--- src/rtl/is_pkg.sv ---
// Shared definitions for the systolic array controller.
// FSM encodings and default array geometry.
package is_pkg;

    localparam int D_W_DEF   = 8;
    localparam int ROWS_DEF  = 4;
    localparam int COLS_DEF  = 4;
    localparam int LEN_W_DEF = 8;

    typedef logic [2:0] state_t;

    localparam state_t S_IDLE  = 3'd0;
    localparam state_t S_LOAD  = 3'd1;
    localparam state_t S_FEED  = 3'd2;
    localparam state_t S_DRAIN = 3'd3;
    localparam state_t S_DONE  = 3'd4;

endpackage

--- src/rtl/is_valid_delay.sv ---
// Shift line that turns activation reads into per-column
// out_sum valids from the bottom PE row.
module is_valid_delay #(
    parameter int ROWS = 4,
    parameter int COLS = 4
) (
    input  logic            clk,
    input  logic            rst,
    input  logic            clr,
    input  logic            din,
    output logic [COLS-1:0] col_valid
);

    localparam int DEPTH = ROWS + COLS - 1;

    logic [DEPTH-1:0] sr;

    always_ff @(posedge clk or negedge rst) begin
        if (!rst) begin
            sr <= '0;
        end else if (clr) begin
            sr <= '0;
        end else begin
            sr <= {sr[DEPTH-2:0], din};
        end
    end

    // sr[k] is din delayed by k+1 cycles
    for (genvar c = 0; c < COLS; c++) begin : g_tap
        assign col_valid[c] = sr[ROWS+c-1];
    end

endmodule

--- src/rtl/is_array_ctrl.sv ---
// Sequencer for a weight-stationary systolic array:
// weight load, activation feed, drain and completion.
module is_array_ctrl
    import is_pkg::*;
#(
    parameter int D_W   = D_W_DEF,
    parameter int ROWS  = ROWS_DEF,
    parameter int COLS  = COLS_DEF,
    parameter int LEN_W = LEN_W_DEF
) (
    input  logic                    clk,
    input  logic                    rst,
    input  logic                    start,
    input  logic [LEN_W-1:0]        len,
    input  logic                    abort,
    input  logic                    act_avail,
    output logic                    load_weight,
    output logic                    w_rd_en,
    output logic [$clog2(ROWS)-1:0] w_idx,
    output logic                    act_rd_en,
    output logic [LEN_W-1:0]        act_idx,
    output logic [COLS-1:0]         col_valid,
    output logic                    busy,
    output logic                    done
);

    localparam int IW  = $clog2(ROWS);
    localparam int DL  = ROWS + COLS - 1;
    localparam int DCW = $clog2(ROWS + COLS);

    if (D_W < 1) begin : g_bad_dw
        $error("D_W must be positive");
    end

    state_t           state;
    logic [LEN_W-1:0] len_q;
    logic [DCW-1:0]   dcnt;
    logic             zdone;
    logic             kill;
    logic [COLS-1:0]  taps;

    assign kill = abort && (state != S_IDLE);

    always_ff @(posedge clk or negedge rst) begin
        if (!rst) begin
            state   <= S_IDLE;
            len_q   <= '0;
            w_idx   <= '0;
            act_idx <= '0;
            dcnt    <= '0;
            zdone   <= 1'b0;
        end else begin
            zdone <= 1'b0;
            if (kill) begin
                state   <= S_IDLE;
                w_idx   <= '0;
                act_idx <= '0;
                dcnt    <= '0;
            end else begin
                unique case (state)
                    S_IDLE: begin
                        if (start) begin
                            if (len != '0) begin
                                state   <= S_LOAD;
                                len_q   <= len;
                                w_idx   <= IW'(ROWS - 1);
                                act_idx <= '0;
                            end else begin
                                zdone <= 1'b1;
                            end
                        end
                    end
                    S_LOAD: begin
                        if (w_idx == '0) state <= S_FEED;
                        else w_idx <= w_idx - IW'(1);
                    end
                    S_FEED: begin
                        if (act_avail) begin
                            if (act_idx == len_q - LEN_W'(1)) begin
                                state   <= S_DRAIN;
                                act_idx <= '0;
                                dcnt    <= '0;
                            end else begin
                                act_idx <= act_idx + LEN_W'(1);
                            end
                        end
                    end
                    S_DRAIN: begin
                        if (dcnt == DCW'(DL - 1)) state <= S_DONE;
                        else dcnt <= dcnt + DCW'(1);
                    end
                    S_DONE:  state <= S_IDLE;
                    default: state <= S_IDLE;
                endcase
            end
        end
    end

    assign load_weight = (state == S_LOAD) && !kill;
    assign w_rd_en     = load_weight;
    assign act_rd_en   = (state == S_FEED) && act_avail && !kill;
    assign busy        = (state != S_IDLE);
    assign done        = ((state == S_DONE) && !kill) || zdone;
    assign col_valid   = taps & {COLS{!kill}};

    is_valid_delay #(
        .ROWS (ROWS),
        .COLS (COLS)
    ) u_delay (
        .clk       (clk),
        .rst       (rst),
        .clr       (abort),
        .din       (act_rd_en),
        .col_valid (taps)
    );

endmodule

--- config.mk ---
export PLATFORM = sky130hd
export DESIGN_NAME = is_array_ctrl
export DESIGN_NICKNAME = d
export VERILOG_FILES = /design/src/rtl/is_pkg.sv /design/src/rtl/is_valid_delay.sv /design/src/rtl/is_array_ctrl.sv
export SDC_FILE = /design/constraint.sdc
export NUM_CORES = 1
export LEC_CHECK = 0
export ABC_AREA = 1
export CELL_PAD_IN_SITES_DETAIL_PLACEMENT = 0
export CELL_PAD_IN_SITES_GLOBAL_PLACEMENT = 2
export CORE_AREA = 8 8 86 88
export CTS_CLUSTER_DIAMETER = 200
export CTS_CLUSTER_SIZE = 28
export DETAILED_ROUTE_END_ITERATION = 10
export DIE_AREA = 0 0 94 96
export PLACE_DENSITY_LB_ADDON = 0.1
export RECOVER_POWER = 50
export SYNTH_ARGS = -nofsm -noshare
export SYNTH_HDL_FRONTEND = slang
export SYNTH_SLANG_ARGS = --single-unit
--- constraint.sdc ---
create_clock -name clk -period 3.5 [get_ports clk]
set_input_delay 0.7 -clock clk [delete_from_list [all_inputs] [get_ports clk]]
set_output_delay 0.7 -clock clk [all_outputs]
set_load 0.05 [all_outputs]
[Yosys cells after proc, flatten, opt, wreduce, memory -nomap -nowiden]
Cells that the tools add are included.
Operators by class
  add/sub/neg operators: 4
  reductions and logical operators: 19
  eq/ne operators: 14
  bitwise operators: 2
  muxes and demuxes: 29
Operator list (count)
  8-bit 2-to-1 mux: 5
  3-bit 2-to-1 mux: 11
  3-bit inequality test, second input constant: 8
  8-bit case mux with 2 select lines: 1
  4-bit AND reduction: 4
  3-bit case mux with 4 select lines: 1
  3-bit nonzero test: 4
  8-bit by 1-bit adder with 8-bit output, second input constant: 1
  8-bit equality test: 1
  2-bit 2-to-1 mux: 4
  8-bit nonzero test: 1
  8-bit by 1-bit subtractor with 8-bit output, second input constant: 1
  7-bit 2-to-1 mux: 1
  3-bit by 2-bit equality test with 1-bit output, second input constant: 2
  3-bit equality test, second input constant: 2
  3-bit case mux with 2 select lines: 1
  6-bit AND reduction: 1
  1-bit logical AND: 5
  4-bit AND: 1
  1-bit 2-to-1 mux: 4
  2-bit case mux with 2 select lines: 1
  3-bit by 1-bit adder with 3-bit output, second input constant: 1
  3-bit by 1-bit equality test with 1-bit output, second input constant: 1
  3-bit zero test: 1
  5 further kinds: 5
Word-level totals
  logic and storage cells: 75
  register bits: 32
  input bits: 13
  output and inout port bits: 19

[Depth between registers and ports, before layout]
  depth after elaboration: 6
  depth in mapped cells: 16

[By module]
A second synthesis with hierarchy kept.
Unflattened totals
  cell total of the unflattened synthesis: 276
  area, all modules: 2021.9 um2
By module, submodules not included
  is_array_ctrl: sequential area each 625.6 um2, cells an instance 251, area each 1764.2 um2, times used 1
  is_valid_delay: sequential area each 175.2 um2, cells an instance 25, area each 257.7 um2, times used 1

[Least setup slack after synthesis]
Ideal clock, no wire load.
  kind: input to output
  from: input abort
  to: output w_rd_en
  stages on the path: 3
  path slack: 0.878 ns
  data required time: 2.800 ns
  arrival: 1.922 ns
  cells stage by stage: buf_2 > nor2_1 > buf_4
Between the ends
  cells in the longest elaborated chain, start to end: 3
RTL lines
  from (decl): RTL line is_array_ctrl.sv:15  | input logic abort,
  1-bit logical AND: RTL line is_array_ctrl.sv:42  | assign kill = abort && (state != S_IDLE);
  1-bit zero test: RTL line is_array_ctrl.sv:99  | assign load_weight = (state == S_LOAD) && !kill;
  1-bit logical AND: RTL line is_array_ctrl.sv:99
  to (decl): RTL line is_array_ctrl.sv:18  | output logic w_rd_en,
No other way between the ends.

[Worst setup path after layout]
  from: input abort
  to: output act_rd_en
Between the ends
  cells in the longest elaborated chain, start to end: 3
RTL lines
  1-bit logical AND: RTL line is_array_ctrl.sv:42
  1-bit zero test: RTL line is_array_ctrl.sv:101  | assign act_rd_en = (state == S_FEED) && act_avail && !kill;
  1-bit logical AND: RTL line is_array_ctrl.sv:101
  to (decl): RTL line is_array_ctrl.sv:20  | output logic act_rd_en,
No other way between the ends.

==> implementation parameters <==
Parameter                              Value

Logic synthesis
  Post-synthesis cell area    1889 sq um
  Sequential share of the synthesized area    0.4238
  Synthesized area per cell    7.267 sq um
  Number of synthesized register bits    32
  Share of Yosys cell area claimed by the top area cell type    0.4238
  Number of enable flip-flop cells after synthesis    0
  Mapped Cells    260
  Synthesis warning total    0
  Largest cells by area after synthesis    sky130_fd_sc_hd__dfrtp_1 (42%), sky130_fd_sc_hd__nand2_1 (12%), sky130_fd_sc_hd__inv_1 (9.9%), sky130_fd_sc_hd__nor2_1 (5.6%), sky130_fd_sc_hd__nand3_1 (4.5%)
  Number of different library cells in the post-synthesis netlist    26
  Async set-reset flop share out of synthesis    1.000
  Most numerous cell in the Yosys netlist    sky130_fd_sc_hd__nand2_1
  Top cells by count, synth    sky130_fd_sc_hd__nand2_1 (61), sky130_fd_sc_hd__inv_1 (50), sky130_fd_sc_hd__dfrtp_1 (32), sky130_fd_sc_hd__nor2_1 (28), sky130_fd_sc_hd__nand3_1 (17)
  Post-Syn Nets    278
  Cell taking the most area after synthesis    sky130_fd_sc_hd__dfrtp_1
  Flip-flop cell with the highest count after synthesis    sky130_fd_sc_hd__dfrtp_1

Routing
  Vias per Instance    4.336
  DRC errors left    0
  Number of nets still failing antenna checks after routing    0
  Mean routed wirelength per cell    11.90 um
  Via count    1626
  DR iter-0 viols    between 40 and 50
  Total iterations of the first detailed-routing run    4
  Final Routed Wirelength    4.463 mm

Placed design
  Pre-CTS setup slack    about 0.81 ns
  Port bufs    31
  Gpl congestion    0.7371
  Hpwl dp    3.506 mm

Layout
  Total inserted antenna cells    0
  Final net count    roughly 320
  Layout Area Growth over Synthesis    24.50%
  Filler instances    683
  Ratio of cells with drive above 1 in the final layout    0.1074

GRT
  Via count of the first global-routing pass    1634
  Number of antenna violations at the first check in global routing    0
  Total global routing track utilization    0.1067
  First-pass GRT wire length    7.569 mm
  Largest net degree at the start of global routing    33
  Remaining global-route overflow    0

Worst setup path
  Startpoint of the worst setup timing path    abort
  Critical path peak fanout    7
  Category of the most critical setup path    input pin to output pin
  Crit path required time    approximately 2.8 ns
  Launching element type of the critical path    input pin
  Endpoint type of the worst setup path    output pin
  Arrival time at the worst endpoint    2.25 ns
  RR Startpoint    len_q[0]

Floorplan
  Standard-cell rows    29
  Vertical die dimension    96 um
  Chip Width    94 um
  Effective utilization at floorplan    0.3099
  Core Box Area    6096 sq um
  I/O pin cnt    32
  DIE AREA    9024 sq um

Pwr
  Share of total power in the clock network    0.184
  Switching share of power    0.4605
  Reported net switching power    0.7461 mW
  Sequential fraction of design power    0.329
  Share of total power in combinational logic    0.487
  Internal power    0.8739 mW
  Largest vdd supply drop    approximately 0.31 mV
  Pwr Density    688.7 nW/um^2
  Leakage Power    around 1.2 nW

Outcome
  Result of the run    finished, violations left
  Failing checks    max-capacitance violations, max-slew violations

Clock network
  CTS tree    built
  CTS Sinks    32
  Number of levels the H-tree was split into    2
  Clock edge transition at the registers on the reported setup and hold paths    0.07 ns
  CTS root buffer    sky130_fd_sc_hd__clkbuf_8
  Post-cts hold buffer count    0
  Setup Buffers After CTS    0
  Clock buffers created by TritonCTS    5
  Number of gates resized after CTS    0
  Deepest clock path buffer count    2
  Insertion delay to the later sink of the worst-skew pair    approximately 0.28 ns

STA
  Final TNS setup    0 ns
  Hold violation count in the final report    0
  Final worst setup slack    0.5484 ns
  Unrepaired setup endpoints after global routing    no
  Final period utilization    0.8433
  Final number of max-transition violations    33
  Achievable frequency    338.8 MHz
  Total of endpoints with negative setup slack in the final report    0
  Worst Skew    0.004732 ns
  Worst slew margin relative to its limit    -0.2186
  Worst Max-Slew Pin Slew    between 1.5 and 2 ns
  Final Critical Period    a little under 3 ns

Flow run
  Max_cap viols    1

Min path
  Worst min-delay path class    flop to flop
  HP Start    u_delay.sr[1]
==> worst max-delay path, stage by stage <==
cell and delay (ns):
sky130_fd_sc_hd__dlygate4sd3_1 0.64, sky130_fd_sc_hd__clkbuf_1 0.22, sky130_fd_sc_hd__nor2_1 0.27, sky130_fd_sc_hd__inv_1 0.11, sky130_fd_sc_hd__nor2_1 0.10, sky130_fd_sc_hd__buf_4 0.20
==> stage by stage <==
stage | cell area, sq um | hold slack, ns | cells | power, mW | util
after floorplan | 1889 | 0.4044 | 260 | 1.136 | -
after global placement | 2275 | 0.4564 | 367 | 1.355 | 0.3732
after detailed placement | 2275 | 0.4636 | 367 | 1.349 | 0.3732
after CTS | 2367 | 0.4762 | 375 | 1.658 | 0.3883
after global routing | 2352 | 0.4848 | 375 | 1.780 | 0.3859
final | 2352 | 0.4728 | 375 | 1.620 | 0.3859
==> area by class of cell <==
cell class | instances | area, sq um | share of cell area
Clock buffer | 6 | 82.58 | 0.03511
Clock inverter | 2 | 10.01 | 0.004255
Inverter | 52 | 195.2 | 0.08298
Multi-Input combinational cell | 173 | 869.6 | 0.3697
Sequential cell | 32 | 800.8 | 0.3404
Tap cell | 77 | 96.34 | 0.04096
Timing Repair Buffer | 33 | 297.8 | 0.1266
==> power by group through the flow <==
stage	registers [mW]	logic, mW	clock network (mW)
3_3_place_gp	0.544	0.811	0
3_5_place_dp	0.543	0.806	0
5_1_grt	0.551	0.903	0.326
2_1_floorplan	0.576	0.560	0
6_report	0.534	0.788	0.298
4_1_cts	0.536	0.809	0.313
==> layout by cell type (no fill, tap or decap), types with 3 or more instances in the layout <==
cell type / instances
sky130_fd_sc_hd__a21oi_1: 3
sky130_fd_sc_hd__buf_4: 8
sky130_fd_sc_hd__clkbuf_8: 6
sky130_fd_sc_hd__clkdlybuf4s50_1: 20
sky130_fd_sc_hd__dfrtp_1: 32
sky130_fd_sc_hd__dlygate4sd3_1: 3
sky130_fd_sc_hd__ha_1: 5
sky130_fd_sc_hd__inv_1: 50
sky130_fd_sc_hd__nand2_1: 61
sky130_fd_sc_hd__nand2_2: 4
sky130_fd_sc_hd__nand3_1: 17
sky130_fd_sc_hd__nand4_1: 8
sky130_fd_sc_hd__nor2_1: 29
sky130_fd_sc_hd__nor2_2: 4
sky130_fd_sc_hd__nor3_1: 4
sky130_fd_sc_hd__o21ai_0: 16
sky130_fd_sc_hd__o21ai_1: 5
sky130_fd_sc_hd__o21bai_1: 3
sky130_fd_sc_hd__xnor2_1: 4
==> routing by layer <==
metal  global-route usage  wire [um]
met1               0.1248       1994
met2               0.1779       2169
met3              0.03822        237
met4              0.03567         61
met5                    0          0
==> sequential cells by signal, indices dropped and copies added, names as in the netlist <==
register    cells
act_idx         8
len_q           8
u_delay.sr      7
dcnt            3
state           3
w_idx           2
zdone           1
==> logic make-up (layout without fill, tap and decap cells) <==
| kind of cell | Yosys count | after routing | synth area share |
|---|---|---|---|
| AO/OA/AOI/OAI | 30 | 30 | 0.08808 |
| XOR/XNOR | 6 | 6 | 0.02781 |
| adder cells (fa/ha/maj) | 5 | 5 | 0.03311 |
| buffers and inverters | 55 | 93 | 0.1119 |
| flip-flops | 32 | 32 | 0.4238 |
| AND/OR/NAND/NOR | 132 | 132 | 0.3152 |
==> path summary, 6_finish.rpt <==
check | endpoint | slack, ns | cells past startpoint
setup / recovery | act_rd_en | 0.55 | 6
hold / removal | u_delay.sr[2] | 0.47 | 2
setup reg to reg | dcnt[0] | 1.45 | 15
hold reg to reg | u_delay.sr[2] | 0.47 | 2
max in group asynchronous | act_idx[2] | 1.00 | 2
min in group asynchronous | len_q[4] | 1.44 | 2
Power figures use the tool's default switching activity.
==> edit 1 (config.mk and constraints unchanged) <==
Register the inputs `start`, `len`, `abort` and `act_avail` before use, cleared by the reset. The logic sees them one clock later.
--- a/src/rtl/is_array_ctrl.sv
+++ b/src/rtl/is_array_ctrl.sv
@@ -29,4 +29,23 @@
     localparam int DCW = $clog2(ROWS + COLS);
 
+    logic start_q;
+    logic [LEN_W-1:0] len_r;
+    logic abort_q;
+    logic act_avail_q;
+
+    always_ff @(posedge clk or negedge rst) begin
+        if (!rst) begin
+            start_q     <= '0;
+            len_r       <= '0;
+            abort_q     <= '0;
+            act_avail_q <= '0;
+        end else begin
+            start_q     <= start;
+            len_r       <= len;
+            abort_q     <= abort;
+            act_avail_q <= act_avail;
+        end
+    end
+
     if (D_W < 1) begin : g_bad_dw
         $error("D_W must be positive");
@@ -40,5 +59,5 @@
     logic [COLS-1:0]  taps;
 
-    assign kill = abort && (state != S_IDLE);
+    assign kill = abort_q && (state != S_IDLE);
 
     always_ff @(posedge clk or negedge rst) begin
@@ -60,8 +79,8 @@
                 unique case (state)
                     S_IDLE: begin
-                        if (start) begin
-                            if (len != '0) begin
+                        if (start_q) begin
+                            if (len_r != '0) begin
                                 state   <= S_LOAD;
-                                len_q   <= len;
+                                len_q   <= len_r;
                                 w_idx   <= IW'(ROWS - 1);
                                 act_idx <= '0;
@@ -76,5 +95,5 @@
                     end
                     S_FEED: begin
-                        if (act_avail) begin
+                        if (act_avail_q) begin
                             if (act_idx == len_q - LEN_W'(1)) begin
                                 state   <= S_DRAIN;
@@ -99,5 +118,5 @@
     assign load_weight = (state == S_LOAD) && !kill;
     assign w_rd_en     = load_weight;
-    assign act_rd_en   = (state == S_FEED) && act_avail && !kill;
+    assign act_rd_en   = (state == S_FEED) && act_avail_q && !kill;
     assign busy        = (state != S_IDLE);
     assign done        = ((state == S_DONE) && !kill) || zdone;
@@ -110,5 +129,5 @@
         .clk       (clk),
         .rst       (rst),
-        .clr       (abort),
+        .clr       (abort_q),
         .din       (act_rd_en),
         .col_valid (taps)
Function: changed (Yosys sat finds a counterexample within 4 cycles, from zero or initial values and one cycle with rst low).
==> edit 1 against the original RTL <==
The flow still finishes with violations (max-capacitance violations, max-slew violations). Combinational power rose by 15%. Total power up 25%. Setup slack improved by 0.036 ns. Design area increased by 17%. Register-to-register slack improved by 0.11 ns. Hold slack worse by 0.012 ns. Global-route usage increased by 2.3 points. Synthesized area increased by 20%. Count of clock-buffer cells in the layout is the same. Sequential cell count rose by 11. Routed wire length is 16% higher. Largest power group unchanged. Highest routed layer unchanged.
==> edit 1: results (changes against the original RTL) <==
stage,metric,value,unit,change
detailed_routing,firstDrtPassIters,4,,unchanged
detailed_routing,avgRoutedWirePerCell,13.0,µm,+9.4%
global_route,track_usage,0.129,,+0.0226
synthesis,synth.most_common_cell,nand2_1,,
status,outcome,finished with violations,,
flow_run,drv_cap,1,,unchanged
pwr,p_leak,1.36,nW,+17%
placement,dpl_cell_area,2650,µm²,+16%
critical_path,crit_slowest_cell,clkdlybuf4s50_1,,
finish,reg.largest.list,"act_idx (8), len_q (8), len_r (8)",,
status,violations,"max-capacitance violations, max-slew violations",,
clocking,cts_inserted_buffers,5,,unchanged
synthesis,ys_seq_area_frac,0.476,,+0.0518
clocking,clockBufferDepth,2,,unchanged
critical_path,worstPathMaxFanout,8,,+1
global_route,grt_pass1_vias,1937,,+19%
finish,antennaDiodeCount,0,,unchanged
sta,whs,0.461,ns,-0.0117 ns
sta,report.final.slew_viol_count,44,,+33%
synthesis,ys_warn_count,0,,unchanged
critical_path,startpoint,state[2],,
placement,hpwl,3.94,mm,+12%
detailed_routing,viasPerCell,4.67,,+7.7%
critical_path,crit_end,col_valid[0],,
sta,clock_skew,0.00681,ns,+0.00208 ns
critical_path,worstSetupPathDepth,6,,unchanged
clocking,clkSlewWorstSetupHoldPaths,0.08,ns,
synthesis,synth_cell_types,29,,+12%
finish,nNetsFinal,336,,+6.7%
clocking,cts.repair.resized,0,,unchanged
hold_path,hold_start,u_delay.sr[2],,
placement,place.gp.congestion,0.772,,+4.7%
global_route,grt_max_degree,44,,+33%
hold_path,hold_path_end,u_delay.sr[3],,
synthesis,synth_area_leaders,"dfrtp_1 (48%), nand2_1 (12%), inv_1 (6.8%)",,
critical_path,crit_family,buffers and inverters,,
critical_path,r2r-end,act_idx[6],,
clocking,cts_root_buf,clkbuf_8,,
hold_path,hold_depth,2,,unchanged
synthesis,synth_commonest_cells,"nand2_1 (71), dfrtp_1 (43), inv_1 (41)",,
global_route,grt_pass1_wl,8.99,mm,+19%
synthesis,yosys_most_used_dff,dfrtp_1,,
critical_path,max_stage_delay,0.81,ns,+0.17 ns
detailed_routing,drt_iter0_drc,92,,+100%
synthesis,async_reset_ff_frac,1.00,,unchanged
finish,drive_gt1_frac,0.100,,-0.00707
clocking,cts_setup_buffers,0,,unchanged
placement,port_buffers,31,,unchanged
global_route,antenna_found_initial,0,,unchanged
critical_path,rrSetupSlack,1.56,ns,+0.11 ns
synthesis,syn_nets,301,,+8.3%
sta,max_slew_margin,-0.565,,-0.347
pwr,ir_drop,0.391,mV,+28%
critical_path,r2r_cells,15,,unchanged
clocking,htree_levels,2,,unchanged
clocking,clk_latency,0.31,ns,+0.03 ns
clocking,cts_hold_buf,0,,unchanged
critical_path,critPathArrivalTime,2.22,ns,-0.03 ns
-- edit 1: worst register-to-register path, delay by kind of cell, from the launching register on --
| kind | cells | cell delay, ns |
|---|---|---|
| fa+ha+maj | 1 | 0.25 |
| buf+inv | 3 | 0.28 |
| flops | 1 | 0.41 |
| simple gates | 11 | 0.91 |
-- edit 1: final cells by class --
type                            instances  area, µm²
Inverter                               46        175
Multi-Input combinational cell        191        986
Tap cell                               77       96.3
Sequential cell                        43       1080
Fill cell                             637       3340
Clock buffer                            6       82.6
Clock inverter                          2       38.8
Timing Repair Buffer                   31        304
-- edit 1: logic make-up (layout without fill, tap and decap cells) --
group | count (synthesis) | in the layout | share of synthesized area
adders and majority gates | 5 | 5 | 0.0277
AOI/OAI and AO/OA | 20 | 20 | 0.0487
DFF | 43 | 43 | 0.476
muxes | 1 | 1 | 0.00498
and+or+nand+nor | 160 | 160 | 0.338
buffers and inverters | 49 | 85 | 0.0852
xor gates and xnor gates | 5 | 5 | 0.0194
-- edit 1: layer usage --
metal,up-vias,track usage,wire length [µm],part of all wire
met5,-,0,0,0
met4,0,0.0489,74,0.014
met3,6,0.0382,210,0.041
met2,23,0.221,2590,0.50
met1,872,0.150,2280,0.44
li1,949,-,-,-
-- edit 1: where the power goes --
part | internal [W] | total (W) | switching [W]
registers | 0.000592 | 0.000697 | 0.000105
logic | 0.000305 | 0.000908 | 0.000602
clock network | 0.000235 | 0.000425 | 0.000190
total | 0.00113 | 0.00203 | 0.000897
-- edit 1: per-stage QoR --
step,utilization,cells,setup WS [ns]
6_report,0.453,396,0.584
5_1_grt,0.453,396,0.449
4_1_cts,0.454,396,0.672
3_5_place_dp,0.434,388,1.02
3_3_place_gp,0.434,388,1.03
2_1_floorplan,-,283,1.07
==> edit 2 (config.mk and constraints unchanged) <==
Without the edit above. Change the package constant `LEN_W_DEF` from 8 to 16.
--- a/src/rtl/is_pkg.sv
+++ b/src/rtl/is_pkg.sv
@@ -6,5 +6,5 @@
     localparam int ROWS_DEF  = 4;
     localparam int COLS_DEF  = 4;
-    localparam int LEN_W_DEF = 8;
+    localparam int LEN_W_DEF = 16;
 
     typedef logic [2:0] state_t;
Ports: changed (resized act_idx and len); port bits go from 32 to 48. The function was not compared with the original's and may differ.
==> edit 2 against the original RTL <==
The run now fails in 3_3_place_gp. Synthesized area up 60%.
==> edit 2: results (changes against the original RTL) <==
stage,metric,value,unit,change
placement,port_buffers,47,,+52%
synthesis,synth_commonest_cells,"nand2_1 (114), inv_1 (65), nor2_1 (58)",,
synthesis,syn_nets,452,,+63%
synthesis,syn_area,3030,µm²,+60%
synthesis,synth_cell_types,34,,+31%
synthesis,yosys_most_used_dff,dfrtp_1,,
synthesis,ys_warn_count,0,,unchanged
status,error,[ERROR FLW-0024] Place density exceeds 1.0 (current PLACE_DENSITY_LB_ADDON =  0.1). Please check if the value of  PLACE_DENSITY_LB_ADDON is between 0 and 0.99.,,
synthesis,ys_seq_area_frac,0.397,,-0.0273
synthesis,avgSynthCellArea,7.11,µm²,-2.1%
synthesis,ys_seq_elements,48,,+50%
status,outcome,aborted with a tool error,,
synthesis,async_reset_ff_frac,1.00,,unchanged
status,stop_stage,3_3_place_gp,,
synthesis,synth_area_leaders,"dfrtp_1 (40%), nand2_1 (14%), inv_1 (8.1%)",,
edit 2: changes by cell type after synthesis, sizes merged, moves of 8 or more:
cell and change:
inv +14, nand3 +8, nor2 +32, dfrtp +16
nand2 +58, a21oi +8
edit 2: logic make-up after synthesis:
| kind of cell | share of synthesized area |
|---|---|
| muxes | 0.0186 |
| DFF | 0.397 |
| and+or+nand+nor | 0.336 |
| buffers and inverters | 0.0983 |
| AOI/OAI and AO/OA | 0.0863 |
| adders and majority gates | 0.0207 |
| xor gates and xnor gates | 0.0434 |
